===== config.mk =====
export PLATFORM = sky130hd
export DESIGN_NAME = fetch_unit
export DESIGN_NICKNAME = d
export VERILOG_FILES = /design/src/rtl/fetch_unit.sv
export SDC_FILE = /design/constraint.sdc
export NUM_CORES = 1
export LEC_CHECK = 0
export CAP_MARGIN = 20
export CORE_MARGIN = 2
export CORE_UTILIZATION = 45
export CTS_BUF_LIST = sky130_fd_sc_hd__clkbuf_4 sky130_fd_sc_hd__clkbuf_8
export DETAILED_ROUTE_END_ITERATION = 8
export GPL_TIMING_DRIVEN = 0
export SLEW_MARGIN = 20
export SYNTH_ARGS = -nofsm -noshare
export SYNTH_HDL_FRONTEND = slang
export SYNTH_SLANG_ARGS = --single-unit

===== constraint.sdc =====
create_clock -name clk -period 16.96 [get_ports clk]
set_clock_uncertainty 0.15 [all_clocks]
set_input_delay 5.088 -clock clk [delete_from_list [all_inputs] [get_ports clk]]
set_output_delay 5.088 -clock clk [all_outputs]
set_load 0.05 [all_outputs]

===== src/rtl/fetch_unit.sv =====
// Instruction-fetch front end: one outstanding cache read, PC-tagged circular queue, redirect flush.
// Optional performance counters are compiled in when FETCH_STATS_EN is defined.
module fetch_unit #(
    parameter int          DEPTH    = 16,
    parameter logic [31:0] RESET_PC = 32'h1eceb000
) (
    input  logic                       clk,
    input  logic                       rst,
    output logic [31:0]                imem_addr,
    output logic [3:0]                 imem_rmask,
    input  logic [31:0]                imem_rdata,
    input  logic                       imem_resp,
    input  logic                       redirect_valid,
    input  logic [31:0]                redirect_pc,
    input  logic                       deq_ready,
    output logic                       deq_valid,
    output logic [31:0]                deq_inst,
    output logic [31:0]                deq_pc,
    output logic [$clog2(DEPTH+1)-1:0] count,
    output logic [31:0]                stat_fetched,
    output logic [31:0]                stat_dropped,
    output logic [31:0]                stat_full_stall
);
    localparam int PW = $clog2(DEPTH);
    localparam int CW = $clog2(DEPTH+1);
    localparam logic [CW:0] FULL = DEPTH[CW:0];

    typedef enum logic [1:0] {IDLE, WAIT, DROP} state_t;
    state_t state_q, state_d;

    logic [31:0]   pc_q, pc_d;
    logic [PW-1:0] head_q, tail_q;
    logic [CW-1:0] count_q;
    logic [31:0]   inst_mem_q [DEPTH];
    logic [31:0]   pc_mem_q   [DEPTH];

    logic          deq_fire, enq_fire, room, issue;
    logic [CW:0]   occ_next;
    logic [31:0]   pc_inc;

    assign pc_inc    = pc_q + 32'd4;
    assign deq_valid = (count_q != '0);
    assign deq_fire  = deq_valid & deq_ready;
    assign enq_fire  = (state_q == WAIT) & imem_resp & ~redirect_valid;
    // Occupancy after this cycle's traffic; issuing only below DEPTH reserves a slot for the reply.
    assign occ_next  = {1'b0, count_q} + {{CW{1'b0}}, enq_fire} - {{CW{1'b0}}, deq_fire};
    assign room      = (occ_next < FULL);

    assign deq_inst  = inst_mem_q[head_q];
    assign deq_pc    = pc_mem_q[head_q];
    assign count     = count_q;

    always_ff @(posedge clk) begin
        if (rst) begin
            state_q <= IDLE;
        end else begin
            state_q <= state_d;
        end
    end

    always_comb begin
        state_d = state_q;
        case (state_q)
            IDLE: if (!redirect_valid && room) state_d = WAIT;
            WAIT: begin
                if (redirect_valid)  state_d = imem_resp ? IDLE : DROP;
                else if (imem_resp)  state_d = room ? WAIT : IDLE;
            end
            DROP: if (imem_resp) state_d = IDLE;
            default: state_d = IDLE;
        endcase
    end

    always_comb begin
        issue = 1'b0;
        case (state_q)
            IDLE:    issue = ~redirect_valid & room;
            WAIT:    issue = enq_fire & room;
            default: issue = 1'b0;
        endcase
        if (rst) issue = 1'b0;
    end

    assign imem_rmask = issue ? 4'hF : 4'h0;
    // A back-to-back reissue must already point at the next word in the response cycle.
    assign imem_addr  = enq_fire ? pc_inc : pc_q;

    always_comb begin
        pc_d = pc_q;
        if (redirect_valid) pc_d = redirect_pc;
        else if (enq_fire)  pc_d = pc_inc;
    end

    always_ff @(posedge clk) begin
        if (rst) begin
            pc_q    <= RESET_PC;
            head_q  <= '0;
            tail_q  <= '0;
            count_q <= '0;
        end else begin
            pc_q <= pc_d;
            if (redirect_valid) begin
                head_q  <= '0;
                tail_q  <= '0;
                count_q <= '0;
            end else begin
                if (deq_fire) head_q <= head_q + PW'(1);
                if (enq_fire) tail_q <= tail_q + PW'(1);
                count_q <= occ_next[CW-1:0];
            end
        end
    end

    always_ff @(posedge clk) begin
        if (enq_fire) begin
            inst_mem_q[tail_q] <= imem_rdata;
            pc_mem_q[tail_q]   <= pc_q;
        end
    end

`ifdef FETCH_STATS_EN
    logic        drop_resp, full_stall;
    logic [31:0] fetched_q, dropped_q, stall_q;

    assign drop_resp  = imem_resp & ((state_q == DROP) | ((state_q == WAIT) & redirect_valid));
    assign full_stall = (state_q == IDLE) & ~redirect_valid & ~room;

    always_ff @(posedge clk) begin
        if (rst) begin
            fetched_q <= '0;
            dropped_q <= '0;
            stall_q   <= '0;
        end else begin
            if (enq_fire)   fetched_q <= fetched_q + 32'd1;
            if (drop_resp)  dropped_q <= dropped_q + 32'd1;
            if (full_stall) stall_q   <= stall_q + 32'd1;
        end
    end

    assign stat_fetched    = fetched_q;
    assign stat_dropped    = dropped_q;
    assign stat_full_stall = stall_q;
`else
    assign stat_fetched    = '0;
    assign stat_dropped    = '0;
    assign stat_full_stall = '0;
`endif

endmodule


==> impl_metrics.toml <==
[route]
drtPass1Iterations = 5
num_vias = 21400
wl_per_cell_um = 26.6
totalWireLength_mm = 103
drtAntennaViolNets = 0
viasPerCell = 5.51
drt_iter0_drc = 1920
drcViolationCount = 0

[floorplan]
rows = 112
start_util_pct = 45.3
chipWidth_um = 310
die_h_um = 310
dieArea_um2 = 96200
io-pin-count = 271
core_um2 = 93200

[logic_synthesis]
synth_cell_types = 55
synth-async-reset-ratio_pct = 0
synth_ff_type = "edfxtp_1"
yosysTopAreaCell = "edfxtp_1"
yosysMostFrequentCell = "edfxtp_1"
synth_enable_flop_cells = 1024
synth_area_um2 = 42200
avgSynthCellArea_um2 = 22.0
synth_top_area_share_pct = 72.9
yosys-top-cells-count = "edfxtp_1 (1024), mux4_2 (320), buf_4 (102)"
yosysSeqAreaShare_pct = 75.3
syn_inst = 1920
ys_ff_latch = 1075
synth_area_leaders = "edfxtp_1 (73%), mux4_2 (17%), dfxtp_1 (2.4%)"
yosysWarnings = 0

[critical_path]
critPathLaunchType = "input port"
required_ns = 11.72
crit_type = "input port to output port"
arrival_ns = 9.68
endpoint_kind = "output port"
path_max_fanout = 10

[sta]
slew_headroom_pct = 28.4
max_slew.worst_pin.slew_ns = 1.07
finalHoldViolations = 0
setup_tns_ns = 0
fmax_ghz = 0.0670
setup_ws_ns = 2.04
holdWs_ns = 0.347
setup_viol = 0
final_max_slew_viol_count = 0
finalWorstPathRequiredPeriod_ns = 14.92
rsz0062_at_grt = "no"
finalCritPeriodShare_pct = 88.0

[placement]
gp_congestion = 0.845
placed_cells = 3566
dpl_cell_area_um2 = 47200
hpwl_mm = 68.3
io_buffers = 172
place_ws_ns = 2.07

[clocking]
root_buffer = "clkbuf_8"
postCtsHoldBufs = 0
clk_latency_ns = 0.82
cts_resized = 0
cts_post_setup_buffers_inserted = 0
htreeDepth = 4
clkSinkCount = 1075
clk_pin_slew_ns = 0.06
clockBufferDepth = 3
cts_tree = "yes"
cts-buffers-inserted = 174

[power]
irDropWorstVdd_mv = 0.126
p_leak_nw = 16.3
p_per_area_nw_per_um2 = 116
design_power_total_mw = 5.86

[grt]
antenna_found_initial = 5
grt_max_degree = 34
grtUsageTotal_pct = 21.8
grt-ovfl-total = 0
grt_pass1_wl_mm = 149
grt_pass1_vias = 22400

[final_layout]
area.growth.synth_to_final_pct = 19.8
nets = 2574
post-route-cell-area_um2 = 50600
drive_gt1_share_pct = 33.3
final_cells = 3888
register_area_um2 = 31800
utilization_pct = 54.3
fillCellCount = 7188
multi_input_area_um2 = 9670

[run_status]
status = "completed"

[min_path]
hp-class = "register to register"

[run]
cap_viol_max_count = 0
state kept, by name, summed over array words and instances (netlist names), named ones only:
name        flops
tail_q          4
inst_mem_q    512
pc_q           32
head_q          4
pc_mem_q      512
state_q         2
count           5
area by class of cell:
type / count / area share (%)
diodes: 1 / 0.00495
plain buffers: 202 / 2.33
clock buffers: 241 / 5.76
clock inverters: 77 / 0.832
inverters: 19 / 0.141
multi-input cells: 719 / 19.1
flip-flops and latches: 1075 / 62.8
well taps: 1254 / 3.10
repair buffers: 300 / 5.87
cell usage in the layout (no fill, tap or decap), types with 16 or more instances in the layout:
cell type and count:
nand2_1 29, clkinv_2 20, inv_1 18, nor2_1 31, buf_4 141, clkinv_1 44, mux4_2 320, nor3_1 25
conb_1 96, dfxtp_1 51, nand3_1 18, clkbuf_8 176, buf_6 17, buf_2 62, clkbuf_4 65, clkbuf_2 16
edfxtp_1 1024, xnor2_1 19, nand4_1 17, clkdlybuf4s50_1 172, clkbuf_1 63
report_power, final:
group | total [mW] | switching, mW | internal, mW | leakage (nW)
logic | 0.767 | 0.447 | 0.321 | 4.92
clock network | 2.13 | 1.01 | 1.12 | 1.77
registers | 2.97 | 0.0378 | 2.93 | 9.65
worst max-delay path, cell delays in order:
cell and delay (ns):
clkdlybuf4s50_1 0.59, and4bb_4 0.30, inv_2 0.12, ha_1 0.30, inv_1 0.04, ha_1 0.21
fa_1 0.45, a21oi_1 0.25, o21bai_1 0.12, a211o_1 0.32, a2111oi_1 0.86, buf_4 0.23
clkdlybuf4s50_1 0.81
routing by layer:
metal  up-vias  track usage [%]  part of all wire, %
li1       9066                -                    -
met1     11300             28.8                   40
met2       852             37.6                   52
met3       162             3.68                  6.2
met4         2             6.04                  1.9
met5         -                0                0.015
final timing paths:
kind                    from       endpoint  slack, ns  cells past startpoint
setup / recovery   imem_resp  imem_rmask[3]       2.04                     13
setup reg to reg    count[2]     state_q[0]      13.23                     14
hold / removal    state_q[1]     state_q[0]       0.35                      1
hold reg to reg   state_q[1]     state_q[0]       0.35                      1
cells by family after synthesis:
kind of cell / Yosys count / share of synthesized area (%)
AO/OA/AOI/OAI: 62 / 1.13
XOR/XNOR: 30 / 0.623
adder cells (fa/ha/maj): 14 / 0.433
multiplexers: 324 / 17.2
AND/OR/NAND/NOR: 193 / 2.45
buffers and inverters: 221 / 2.90
flip-flops: 1075 / 75.3
other: 1 / 0.00889
No activity file was read; power rests on OpenSTA's default activity.
